## src/rtl/l3_arb_pkg.sv

```systemverilog
// Shared types and sizing helpers for the L3 port arbiter.
// IDX_WIDTH/WDOG_WIDTH describe the default configuration; modules re-derive widths from their own parameters.
package l3_arb_pkg;

  localparam int DEF_NUM_REQ        = 2;
  localparam int DEF_TIMEOUT_CYCLES = 1024;
  localparam int IDX_WIDTH          = $clog2(DEF_NUM_REQ);
  localparam int WDOG_WIDTH         = $clog2(DEF_TIMEOUT_CYCLES);

  typedef enum logic [1:0] {
    IDLE  = 2'd0,
    ISSUE = 2'd1,
    WAIT  = 2'd2,
    RESP  = 2'd3
  } state_t;

  // $clog2 returns 0 for 1, which would collapse a vector to zero width.
  function automatic int clog2_min1(input int n);
    return (n <= 2) ? 1 : $clog2(n);
  endfunction

endpackage

```

## src/rtl/l3_port_arbiter_rr_pick.sv

```systemverilog
// Combinational round-robin picker: first requester at or after last_i+1, wrapping.
module rr_pick
  import l3_arb_pkg::*;
#(
  parameter int NUM_REQ = DEF_NUM_REQ,
  parameter int IDX_W   = IDX_WIDTH
) (
  input  logic [NUM_REQ-1:0] req_i,
  input  logic [IDX_W-1:0]   last_i,
  output logic               valid_o,
  output logic [NUM_REQ-1:0] pick_o,
  output logic [IDX_W-1:0]   idx_o
);

  int                 cand;
  logic [IDX_W-1:0]   candIdx;

  always_comb begin
    valid_o = 1'b0;
    pick_o  = '0;
    idx_o   = '0;
    cand    = 0;
    candIdx = '0;
    for (int k = 0; k < NUM_REQ; k++) begin
      cand    = (int'(last_i) + 1 + k) % NUM_REQ;
      candIdx = IDX_W'(cand);
      if (!valid_o && req_i[candIdx]) begin
        valid_o         = 1'b1;
        pick_o[candIdx] = 1'b1;
        idx_o           = candIdx;
      end
    end
  end

endmodule

```

## src/rtl/l3_port_arbiter.sv

```systemverilog
// Shares one single-word L3 access port between NUM_REQ requesters, round-robin,
// with a watchdog that aborts transactions the L3 never completes.
module l3_port_arbiter
  import l3_arb_pkg::*;
#(
  parameter int DATA_WIDTH     = 32,
  parameter int NUM_REQ        = DEF_NUM_REQ,
  parameter int TIMEOUT_CYCLES = DEF_TIMEOUT_CYCLES
) (
  input  logic                          clk_i,
  input  logic                          rst_ni,
  input  logic [NUM_REQ-1:0]            req_i,
  input  logic [NUM_REQ*DATA_WIDTH-1:0] req_address_i,
  input  logic [NUM_REQ*DATA_WIDTH-1:0] req_write_data_i,
  input  logic [NUM_REQ-1:0]            req_write_enable_i,
  output logic [NUM_REQ-1:0]            gnt_o,
  output logic [NUM_REQ-1:0]            done_o,
  output logic [DATA_WIDTH-1:0]         rsp_data_o,
  output logic                          rsp_err_o,
  output logic                          busy_o,
  output logic                          l3_valid_o,
  output logic [DATA_WIDTH-1:0]         l3_address_o,
  output logic [DATA_WIDTH-1:0]         l3_write_data_o,
  output logic                          l3_write_enable_o,
  input  logic [DATA_WIDTH-1:0]         l3_read_data_i,
  input  logic                          l3_stall_i
);

  localparam int IDX_W  = clog2_min1(NUM_REQ);
  localparam int WDOG_W = clog2_min1(TIMEOUT_CYCLES);

  state_t                  state_q, state_d;
  logic [NUM_REQ-1:0]      gnt_q, gnt_d;
  logic [IDX_W-1:0]        idx_q, idx_d;
  logic [IDX_W-1:0]        last_q, last_d;
  logic [DATA_WIDTH-1:0]   addr_q, addr_d;
  logic [DATA_WIDTH-1:0]   wdata_q, wdata_d;
  logic                    we_q, we_d;
  logic [DATA_WIDTH-1:0]   rsp_data_q, rsp_data_d;
  logic                    rsp_err_q, rsp_err_d;
  logic [WDOG_W-1:0]       wdog_q, wdog_d;

  logic                    pickValid;
  logic [NUM_REQ-1:0]      pickOneHot;
  logic [IDX_W-1:0]        pickIdx;

  rr_pick #(
    .NUM_REQ (NUM_REQ),
    .IDX_W   (IDX_W)
  ) u_rr_pick (
    .req_i   (req_i),
    .last_i  (last_q),
    .valid_o (pickValid),
    .pick_o  (pickOneHot),
    .idx_o   (pickIdx)
  );

  always_comb begin
    state_d    = state_q;
    gnt_d      = gnt_q;
    idx_d      = idx_q;
    last_d     = last_q;
    addr_d     = addr_q;
    wdata_d    = wdata_q;
    we_d       = we_q;
    rsp_data_d = rsp_data_q;
    rsp_err_d  = rsp_err_q;
    wdog_d     = wdog_q;

    unique case (state_q)
      IDLE: begin
        if (pickValid) begin
          state_d = ISSUE;
          gnt_d   = pickOneHot;
          idx_d   = pickIdx;
          for (int i = 0; i < NUM_REQ; i++) begin
            if (pickOneHot[i]) begin
              addr_d  = req_address_i[i*DATA_WIDTH +: DATA_WIDTH];
              wdata_d = req_write_data_i[i*DATA_WIDTH +: DATA_WIDTH];
              we_d    = req_write_enable_i[i];
            end
          end
        end
      end
      ISSUE: begin
        wdog_d  = '0;
        state_d = WAIT;
      end
      // Completion wins over the watchdog when both happen in the same cycle.
      WAIT: begin
        if (!l3_stall_i) begin
          rsp_data_d = l3_read_data_i;
          rsp_err_d  = 1'b0;
          state_d    = RESP;
        end else if (wdog_q == WDOG_W'(TIMEOUT_CYCLES - 1)) begin
          rsp_data_d = '0;
          rsp_err_d  = 1'b1;
          state_d    = RESP;
        end else begin
          wdog_d = wdog_q + 1'b1;
        end
      end
      RESP: begin
        gnt_d   = '0;
        last_d  = idx_q;
        state_d = IDLE;
      end
      default: state_d = IDLE;
    endcase
  end

  always_ff @(posedge clk_i or negedge rst_ni) begin
    if (!rst_ni) begin
      state_q    <= IDLE;
      gnt_q      <= '0;
      idx_q      <= '0;
      last_q     <= IDX_W'(NUM_REQ - 1);
      addr_q     <= '0;
      wdata_q    <= '0;
      we_q       <= 1'b0;
      rsp_data_q <= '0;
      rsp_err_q  <= 1'b0;
      wdog_q     <= '0;
    end else begin
      state_q    <= state_d;
      gnt_q      <= gnt_d;
      idx_q      <= idx_d;
      last_q     <= last_d;
      addr_q     <= addr_d;
      wdata_q    <= wdata_d;
      we_q       <= we_d;
      rsp_data_q <= rsp_data_d;
      rsp_err_q  <= rsp_err_d;
      wdog_q     <= wdog_d;
    end
  end

  assign gnt_o             = gnt_q;
  assign done_o            = (state_q == RESP) ? gnt_q : '0;
  assign rsp_data_o        = rsp_data_q;
  assign rsp_err_o         = rsp_err_q;
  assign busy_o            = (state_q != IDLE);
  assign l3_valid_o        = (state_q == ISSUE) || (state_q == WAIT);
  assign l3_address_o      = addr_q;
  assign l3_write_data_o   = wdata_q;
  assign l3_write_enable_o = we_q & l3_valid_o;

endmodule

```

## config.mk

```make
export PLATFORM = sky130hd
export DESIGN_NAME = l3_port_arbiter
export DESIGN_NICKNAME = d
export VERILOG_FILES = /design/src/rtl/l3_arb_pkg.sv /design/src/rtl/l3_port_arbiter_rr_pick.sv /design/src/rtl/l3_port_arbiter.sv
export SDC_FILE = /design/constraint.sdc
export NUM_CORES = 1
export LEC_CHECK = 0
export ABC_AREA = 0
export BUFFER_PORTS_ARGS = -buffer_cell sky130_fd_sc_hd__buf_2
export CAP_MARGIN = 20
export CORE_UTILIZATION = 41
export DETAILED_ROUTE_END_ITERATION = 10
export PLACE_DENSITY = 0.77
export SLEW_MARGIN = 15
export SYNTH_ARGS = -nofsm -noshare
export SYNTH_HDL_FRONTEND = slang
export SYNTH_HIERARCHICAL = 1
export SYNTH_SLANG_ARGS = --single-unit
```

## constraint.sdc

```tcl
create_clock -name clk_i -period 1.9 [get_ports clk_i]
set_clock_uncertainty 0.2 [all_clocks]
set_input_delay 0.19 -clock clk_i [delete_from_list [all_inputs] [get_ports clk_i]]
set_output_delay 0.19 -clock clk_i [all_outputs]
set_load 0.01 [all_outputs]
```

* After elaboration in Yosys (flattened, before gate mapping)
Index checks and enable logic that the tools add are counted.
** Cells by class
- Bitwise gates (word level) :: 2
- Equality and inequality tests :: 9
- Reduce and logical (&&, ||, !) cells :: 16
- Order comparisons :: 4
- Add/sub/neg operators :: 3
- Muxes and demuxes :: 34
** Operator list (count)
- $mux 32 :: 6
- $mux 10 :: 2
- $pmux 10 s2 :: 1
- $mux 1 :: 14
- $mux 2 :: 7
- $add 10x1->10 const B :: 1
- $eq 10x10->1 const B :: 1
- $pmux 2 s4 :: 1
- $reduce_and 2->1 :: 4
- $reduce_bool 2->1 :: 4
- $ne 2x2->1 const B :: 3
- $reduce_and 3->1 :: 2
- $eq 2x2->1 const B :: 2
- $lt 1x2->1 const B :: 2
- $pmux 2 s2 :: 1
- $logic_and 1x1->1 :: 3
- $ne 3x3->1 const B :: 1
- $add 1x1->1 const B :: 2
- $demux 1 s1 :: 2
- $eq 2x1->1 const B :: 1
- $ge 1x1->1 const B :: 2
- $logic_not 2->1 :: 1
- $ne 2x1->1 const B :: 1
- $or 2x2->2 :: 1
- 3 further kinds :: 3
** Word-level totals
- Register bits :: 114
- Logic and storage cells :: 78
- Bits of input ports :: 167
- Output and inout bits :: 104

* Logic depth before layout (Yosys ltp)
Gate-level depths: netlist of run 1.
- Depth in word-level cells :: 10
- Mapped depth :: 8

* By module
Netlist of run 1, hierarchy kept.
** Modules (own cells, without submodules)
- l3_port_arbiter :: cells an instance 450, instances 1, area an instance 5029.8 µm², sequential area each 2854.0 µm²
- rr_pick :: cells an instance 5, instances 1, area an instance 32.5 µm², sequential area each 0.0 µm²

* Worst setup path after synthesis of run 1
Ideal clock, no wire load.
- Kind :: register to register
- Start point :: register state_q[0]
- End point :: register state_q[1]
- Required time :: 1.572 ns
- Setup slack :: 0.034 ns
- Path buffers :: 1
- Stages on the path, launching flop included :: 8
- Data arrival time :: 1.538 ns
- Library setup time :: 0.128 ns
- Cell sequence :: dfrtp_1 inv_1 ha_1 buf_2 and2_1 o31ai_4 a21boi_2 mux2_1
** Between the ends
- Word-level cells in the longest chain between the ends :: 3
** RTL lines
- start, declared :: line l3_port_arbiter.sv:32 : state_t state_q, state_d;
- start signal, assigned :: line l3_port_arbiter.sv:125 : state_q <= state_d;
- $eq 2x2->1 / $logic_not 2->1 (equally long branches) :: line l3_port_arbiter.sv:70 : unique case (state_q)
- $ne 3x3->1 (no source line) / $ne 2x2->1 (equally long branches)
- $reduce_and 2->1 (no source line)
Parallel ways exist; a longest one is shown, timed or not.
A chain may end at the register's enable or synchronous reset.

* Worst setup path after layout of run 1
- Start point :: register state_q[0]
- End point :: register wdog_q[8]
** Between the ends
- Word-level cells in the longest chain between the ends :: 3
** RTL lines
- $eq 2x2->1 / $eq 2x1->1 (equally long branches) :: line l3_port_arbiter.sv:70
- $ne 2x2->1 (no source line) / $reduce_bool 2->1 (equally long branches)
- $reduce_and 3->1 (no source line)
- end signal, assigned :: line l3_port_arbiter.sv:134 : wdog_q <= wdog_d;
- end, declared :: line l3_port_arbiter.sv:41 : logic [WDOG_W-1:0] wdog_q, wdog_d;
Parallel ways exist; a longest one is shown, timed or not.

==> results.ini, run 1 <==
[status]
status = finished clean

[clocking]
path_clk_slew_ps = 50
cts.sinks = 114
insertion_delay_ps = 400
cts_buffers = 17
cts-root-buf = clkbuf_16
htree_levels = 4
cts_tree = built
cts_buffer_depth = 2

[sta]
tns_ps = 0
max_freq_mhz = 539
period_minus_slack_ps = 1860
relSlewSlack_pct = 65.2
setup_viol_count_final = 0
hold_viol_final = 0
min_period_over_period_pct = 97.7
final_max_slew_viol_count = 0
rsz0062_at_grt = yes
tightest_slew_ps = 522
setup_slack_ps = 43.3

[power]
peakVddDrop_uv = 758
total_power_mw = 12.3
leakagePower_nw = 4.67
p_per_area_nw_per_um2 = 1360

[final_layout]
ff_latch_area_um2 = 2860
final_nets = 1070
multiInputGateArea_um2 = 2100
syn2layout_area_growth_pct = 78.7
design_area_um2 = 9050
diodes = 0
layout_common_cells = 269 x buf_2, 163 x dlygate4sd3_1, 112 x dfrtp_1
layout-drive-gt1-share_pct = 37.5
layout_commonest_cell = buf_2
finish.utilization_pct = 75.3
nFillCells = 723

[synthesis]
yosysWarnings = 6
synthMuxAreaShare_pct = 13.5
synth_nets = 628
synth.distinct_cells = 38
synth_top_family_by_area = compound AO/OA/AOI/OAI gates
synthAdderAreaFrac_pct = 1.48
ys_ff_latch = 114
avgSynthCellArea_um2 = 11.1
synthTopCellsByArea = dfrtp_1 56%, mux2i_1 13%, o21ai_0 6.6%
synthSimpleGateAreaFrac_pct = 8.80
netlist_area_um2 = 5060
ys_seq_area_share_pct = 56.4
synth-compound-area-share_pct = 16.4
synth_top_area_share_pct = 55.9
postSynthCellCount = 455
synthXorXnorAreaFrac_pct = 0
synth.largest_area_cell = dfrtp_1

[global_routing]
grt_use_total_pct = 29.7
grt_pass1_wl_mm = 29.2
grt_start_max_net_pins = 67
grt_pass1_vias = 5945
antenna_found_initial = 0
grt_overflow_total = 0

[run]
cap_violations = 0

[die]
coreArea_um2 = 12000
die_x_um = 113
die_h_um = 113
die_area_um2 = 12800
io_pins = 271
start_util_pct = 42.1
row_count = 40

[critical_path]
cp_max_fo = 8
endpoint_kind = flip-flop
cp.arrival_ps = 1930
required_ps = 1980
crit_type = flip-flop to flip-flop
ff2ff_path_depth = 7
critPathLaunchType = flip-flop

[routing]
drtPass1Iterations = 5
routed_via_density = 5.31
drtIter0Drc = 371
drc = 0
antenna_left = 0
num_vias = 5611
wl_per_cell_um = 18.1
wl_mm = 19.2

[worst_hold_path]
hp-class = input port to async pin

[placement]
postPlaceCellArea_um2 = 6670
dp_hpwl_mm = 9.61
gp_congestion = 0.860
io_buffers = 270
place_ws_ps = -27.2

[cells by family after synthesis]
kind of cell | after synthesis
AOI/OAI and AO/OA | 125
DFF | 114
and+or+nand+nor | 103
muxes | 68
buffers and inverters | 39
adders and majority gates | 6
[critical path: stages (launching register included)]
cell	delay, ps
dfrtp_1	390
inv_2	100
ha_2	220
buf_6	140
nand2_2	110
nor3_4	260
and4b_1	240
a221oi_1	70
[flip-flops by register name, indices dropped and copies added, names as in the netlist]
name,cells
l3_address_o,32
l3_write_data_o,32
rsp_data_o,32
wdog_q,10
gnt_o,2
state_q,2
idx_q,1
last_q,1
rsp_err_o,1
we_q,1
[repair_timing]
item / 4_1_cts / 5_1_grt
hold buffers: 163 / 0
setup buffers: 0 / 5
endpoints found under the hold margin: 210 / 0
pin swaps: 0 / 6
cloned: 0 / 1
endpoints found under the setup margin: 3 / 105
resized for setup: 4 / 16
[stage by stage]
stage / hold slack, ps / cells
5_1_grt: 39.7 / 1056
3_3_place_gp: -107 / 856
6_report: 26.5 / 1056
3_5_place_dp: -107 / 856
4_1_cts: 9.01 / 1050
2_1_floorplan: -306 / 455
[area by class of cell]
class / instances / area share, %
inverter: 9 / 0.373
multi-input combinational: 302 / 23.2
clock inverter: 9 / 1.69
sequential: 114 / 31.6
tap: 147 / 2.03
clock buffer: 22 / 5.35
timing repair buffer: 453 / 35.8
[synthesized netlist by cell type]
library cell	count
nor3_1	2
ha_1	6
mux2_2	2
dfstp_2	1
inv_1	9
o311a_1	1
a21boi_2	1
o21ai_1	1
o311ai_0	1
nand3_1	9
o211ai_1	4
a31oi_1	2
mux2i_1	65
or4_1	1
a21oi_1	2
clkbuf_1	10
a22o_1	36
o32a_1	1
and2_1	4
or2_1	1
and4b_1	1
nor2_1	7
mux2_1	1
a21boi_0	2
o31ai_4	1
o21ai_0	67
a221oi_1	1
nor3_2	1
buf_2	20
or3_1	1
dfrtp_1	113
nand4_1	2
nand2b_1	1
o41ai_1	1
a21boi_1	1
nand2_1	72
nand3_2	1
o31ai_1	3
[where the power goes]
| part | internal, mW | switching [mW] | total (mW) |
|---|---|---|---|
| logic | 2.19 | 2.59 | 4.78 |
| registers | 3.51 | 0.644 | 4.15 |
| clock network | 2.32 | 1.08 | 3.40 |
[layer usage]
metal	up-vias	track usage (%)	wire length [µm]
met2	347	51.3	9640
met3	104	8.57	1610
met5	-	0	0
li1	2511	-	-
met1	2649	31.6	6810
met4	0	19.8	1110
[path summary, 6_finish.rpt]
path	start	endpoint	slack, ps
min in group clk_i	l3_stall_i	wdog_q[3]	50
hold / removal	rst_ni	rsp_data_o[9]	30
setup / recovery	state_q[0]	wdog_q[8]	40
hold reg to reg	l3_write_data_o[22]	l3_write_data_o[22]	270
max in group asynchronous	rst_ni	rsp_data_o[17]	890
setup reg to reg	state_q[0]	wdog_q[8]	40
(Power assumes the default switching activity.)
==> run 2: changes to the inputs <==
Settings changed: CORE_UTILIZATION 41 to 45, CTS_CLUSTER_DIAMETER set to 30, GPL_TIMING_DRIVEN set to 0, PLACE_DENSITY 0.77 to 0.8.
Clock period 1.9 ns to 2 ns, I/O delays scaled along.
==> run 2 against run 1 <==
Compared with the run above: critical path depth is 3 lower; critical endpoint is now l3_write_enable_o; sequential power is 3% lower; total power is 3.5% lower; largest cell class unchanged; highest routed layer unchanged.
==> results.ini, run 2 (synthesized netlist as in run 1, its figures left out) <==
[status]
status = finished clean

[placement]
place_inst = 866
io_buffers = 270
gp_congestion = 0.811
dp_hpwl_mm = 10.6

[sta]
min_period_over_period_pct = 99.1
period_minus_slack_ps = 1980
max_freq_mhz = 504
final_max_slew_viol_count = 0
hold_viol_final = 0
tightest_slew_ps = 505
rsz0062_at_grt = yes
relSlewSlack_pct = 66.3
setup_viol_count_final = 0

[routing]
routed_via_density = 5.54
num_vias = 5944
antenna_left = 0
drtPass1Iterations = 5
wl_mm = 21.3
drc = 0
drtIter0Drc = 338
wl_per_cell_um = 19.9

[worst_hold_path]
hp-class = input port to async pin

[critical_path]
critPathLaunchType = flip-flop
cp.arrival_ps = 1580
cpPeakStageDelay_ps = 400
cp_max_fo = 4
crit_chain = inv_2 -> ha_2 -> and2_4 -> buf_6
required_ps = 1600
cp_slowest_cell = dfrtp_1
crit_type = flip-flop to primary output
endpoint_kind = primary output

[clocking]
cts.sinks = 114
htree_levels = 4
insertion_delay_ps = 520
cts_buffers = 17
path_clk_slew_ps = 60
cts_tree = built
cts_buffer_depth = 2
cts-root-buf = clkbuf_8

[final_layout]
layout_common_cells = 277 x buf_2, 166 x dlygate4sd3_1, 113 x dfrtp_1
fin_cells = 1072
layout_commonest_cell = buf_2
finish.utilization_pct = 83.8
final_nets = 1090
layout-drive-gt1-share_pct = 38.5
syn2layout_area_growth_pct = 80.3

[die]
start_util_pct = 46.5
io_pins = 271
row_count = 38
die_area_um2 = 11700
coreArea_um2 = 10900
die_x_um = 108
die_h_um = 108

[global_routing]
antenna_found_initial = 2
grt_overflow_total = 0
grt_use_total_pct = 36.4
grt_pass1_vias = 6525
grt_start_max_net_pins = 63
grt_pass1_wl_mm = 31.8

[power]
total_power_mw = 11.9
peakVddDrop_uv = 1080
p_per_area_nw_per_um2 = 1300
leakagePower_nw = 4.71

[run]
cap_violations = 0

run 2: cell types whose count changed in the layout (fill, tap and decap cells not counted), sizes merged:
cell and delta:
bufinv -1, clkinv +2, dlygate4sd3 +3, clkbuf +2
diode +3, buf +14
run 2: final cells by class:
| type | instances | area [µm²] |
|---|---|---|
| Timing Repair Buffer | 443 | 3100 |
| Sequential cell | 114 | 2850 |
| Multi-Input combinational cell | 302 | 2110 |
| Fill cell | 522 | 1760 |
| Clock buffer | 21 | 459 |
| Buffer | 30 | 255 |
| Tap cell | 140 | 175 |
| Clock inverter | 10 | 133 |
| Inverter | 9 | 33.8 |
| Antenna cell | 3 | 7.51 |
run 2: per-layer routing:
| layer | vias to the layer above | share of wire [%] | GRT usage [%] |
|---|---|---|---|
| met2 | 412 | 51 | 61.6 |
| met3 | 137 | 8.1 | 14.3 |
| met1 | 2837 | 34 | 35.5 |
| met4 | 0 | 6.5 | 28.1 |
| li1 | 2558 | - | - |
| met5 | - | 0 | 0 |
run 2: where the power goes:
| part | switching, mW | internal [mW] | leakage [nW] |
|---|---|---|---|
| clock network | 1.06 | 1.98 | 0.286 |
| logic | 2.66 | 2.19 | 2.99 |
| registers | 0.681 | 3.33 | 1.44 |
run 2: repair_timing:
action,in CTS,in global routing
gates resized for setup,29,49
hold buffers,166,0
setup buffers,3,3
endpoints found under the setup margin,100,89
gates cloned,0,0
pin swaps,2,3
endpoints found under the hold margin,215,0
run 2: critical path: cells and delay by family (launching register included):
family / cells / cell delay (ps)
DFF: 1 / 400
adders and majority gates: 1 / 350
buffers and inverters: 2 / 170
and+or+nand+nor: 1 / 140
run 2: path summary, 6_finish.rpt:
check                           slack, ps  cells past startpoint           startpoint                   to
worst min register to register        280                      2  l3_write_data_o[29]  l3_write_data_o[29]
worst max register to register         40                      5            wdog_q[0]           state_q[1]
min in group clk_i                     80                      4             req_i[1]                idx_q
worst min-delay path                   10                      2               rst_ni  l3_write_data_o[29]
worst max-delay path                   20                      4           state_q[1]    l3_write_enable_o
max in group asynchronous             910                      3               rst_ni     l3_address_o[21]
run 2: per-stage QoR:
step                worst slack, ps  hold slack (ps)  area [µm²]  TNS (ps)
finish                         17.7             14.5        9130         0
global route                  -50.7             37.7        9120      -238
CTS                            2.62             6.26        8970         0
detailed placement             -422            -8.07        6620    -18860
global placement               -764              227        6590   -100390
floorplan                       134             -296        5060         0
==> run 3: changes to the inputs <==
==> constraint.sdc (replaced) <==
create_clock -name clk_i -period 2 [get_ports clk_i]
set_clock_uncertainty 0.2 [all_clocks]
set_input_delay 0.3 -clock clk_i [delete_from_list [all_inputs] [get_ports clk_i]]
set_output_delay 0.3 -clock clk_i [all_outputs]
set_load 0.01 [all_outputs]
==> run 3 against run 2 <==
Compared with the run above: the run now ends with negative setup slack left; final cell count stayed put; combinational power is 1% higher; register-to-register slack worse by 50 ps; clock power hardly changed; highest routed layer unchanged; flip-flop and latch count stayed put; final area hardly changed; non-clock buffer count stayed put; sequential power hardly changed; total power is 0.64% higher.
==> results.ini, run 3 (synthesized netlist as in run 1, its figures left out) <==
[final_layout]
layout_common_cells = 277 x buf_2, 163 x dlygate4sd3_1, 113 x dfrtp_1
multiInputGateArea_um2 = 2120
design_area_um2 = 9130
ff_latch_area_um2 = 2850
final_nets = 1090
fin_cells = 1072
syn2layout_area_growth_pct = 80.3
layout-drive-gt1-share_pct = 38.8
layout_commonest_cell = buf_2
nFillCells = 519

[power]
leakagePower_nw = 4.73
total_power_mw = 12.0
peakVddDrop_uv = 1130
p_per_area_nw_per_um2 = 1310

[critical_path]
cp.depth = 4
required_ps = 1500
ff2ff_path_depth = 7
critPathLaunch = state_q[0]
critPathLaunchType = flip-flop
worstReg2RegEnd = state_q[1]
rrSetupSlack_ps = -10
crit_type = flip-flop to primary output
cp.arrival_ps = 1520
critPathCapture = l3_write_enable_o
path_delay_family = flip-flops
path_buf_inv = 2
cp_max_fo = 3
cpPeakStageDelay_ps = 410
endpoint_kind = primary output
reg2reg_from = state_q[0]
crit_chain = inv_2 -> ha_4 -> and2_4 -> buf_6
cp_slowest_cell = dfrtp_1

[clocking]
htree_levels = 4
cts.sinks = 114
cts-root-buf = clkbuf_8
cts_buffers = 17
cts_buffer_depth = 2
insertion_delay_ps = 520
cts_tree = built
path_clk_slew_ps = 50

[routing]
wl_per_cell_um = 19.9
drtPass1Iterations = 7
drtIter0Drc = 377
routed_via_density = 5.53
drc = 0
antenna_left = 0
num_vias = 5930
wl_mm = 21.3

[sta]
tightest_slew_ps = 506
hold_viol_final = 0
setup_slack_ps = -17.9
final_max_slew_viol_count = 0
rsz0062_at_grt = yes
relSlewSlack_pct = 66.3
min_period_over_period_pct = 101
max_freq_mhz = 496
setup_viol_count_final = 2
period_minus_slack_ps = 2020
hold_slack_ps = 48.0

[die]
die_h_um = 108
coreArea_um2 = 10900
start_util_pct = 46.5
io_pins = 271
row_count = 38
die_area_um2 = 11700
die_x_um = 108

[global_routing]
antenna_found_initial = 2
grt_overflow_total = 0
grt_pass1_wl_mm = 31.9
grt_start_max_net_pins = 63
grt_use_total_pct = 36.4
grt_pass1_vias = 6566

[placement]
place_inst = 866
postPlaceCellArea_um2 = 6620
dp_hpwl_mm = 10.6
io_buffers = 270
gp_congestion = 0.811

[worst_hold_path]
hp-class = input port to flip-flop

[status]
violations = negative setup slack
status = finished with violations

[run]
cap_violations = 0

## run 3: tightest hold or removal path, stage by stage
cell      delay [ps]
buf_2            120
a21boi_0         150
mux2_2           160
## run 3: what timing repair did
action / 4_1_cts / 5_1_grt
setup endpoints to repair: 103 / 98
buffers inserted: 6 / 3
hold buffers: 163 / 0
gates resized for setup: 28 / 48
pin swaps: 3 / 2
hold endpoints to repair: 211 / 0
## run 3: power by group
group | total (mW) | switching (mW) | internal, mW
logic | 4.92 | 2.67 | 2.25
registers | 4.03 | 0.691 | 3.33
clock network | 3.04 | 1.06 | 1.98
total | 12.0 | 4.42 | 7.56
## run 3: worst min-delay path by stage
| stage | from | end | slack [ps] | cells past startpoint |
|---|---|---|---|---|
| after global placement | l3_address_o[27] | l3_address_o[27] | 260 | 2 |
| after global routing | req_i[0] | idx_q | 60 | 3 |
| final | req_i[0] | idx_q | 50 | 3 |
| after CTS | l3_stall_i | rsp_data_o[31] | 20 | 3 |
| after floorplan | rst_ni | gnt_o[0] | -200 | 0 |
| after detailed placement | rst_ni | rsp_data_o[30] | 90 | 1 |
## run 3: per-layer routing
layer,global-route usage (%),vias to the layer above,routed length [µm]
met5,0,-,0
met4,28.8,0,1330
met3,13.3,130,1660
met2,62.2,413,11000
met1,35.5,2822,7370
li1,-,2565,-
## run 3: layout make-up
class,count,share of cell area (%)
diodes,3,0.0823
plain buffers,30,2.76
clock buffers,21,5.03
clock inverters,10,1.45
inverters,9,0.370
multi-input cells,302,23.3
flip-flops and latches,114,31.3
well taps,140,1.92
repair buffers,443,33.9
## run 3: through the flow
stage | utilization [%] | worst slack [ps] | setup TNS, ps
floorplan | - | 134 | 0
global placement | 60.5 | -864 | -111860
detailed placement | 60.8 | -422 | -18860
CTS | 82.4 | -21.5 | -41.3
global route | 83.8 | -99.3 | -264
finish | 83.8 | -17.9 | -30.1
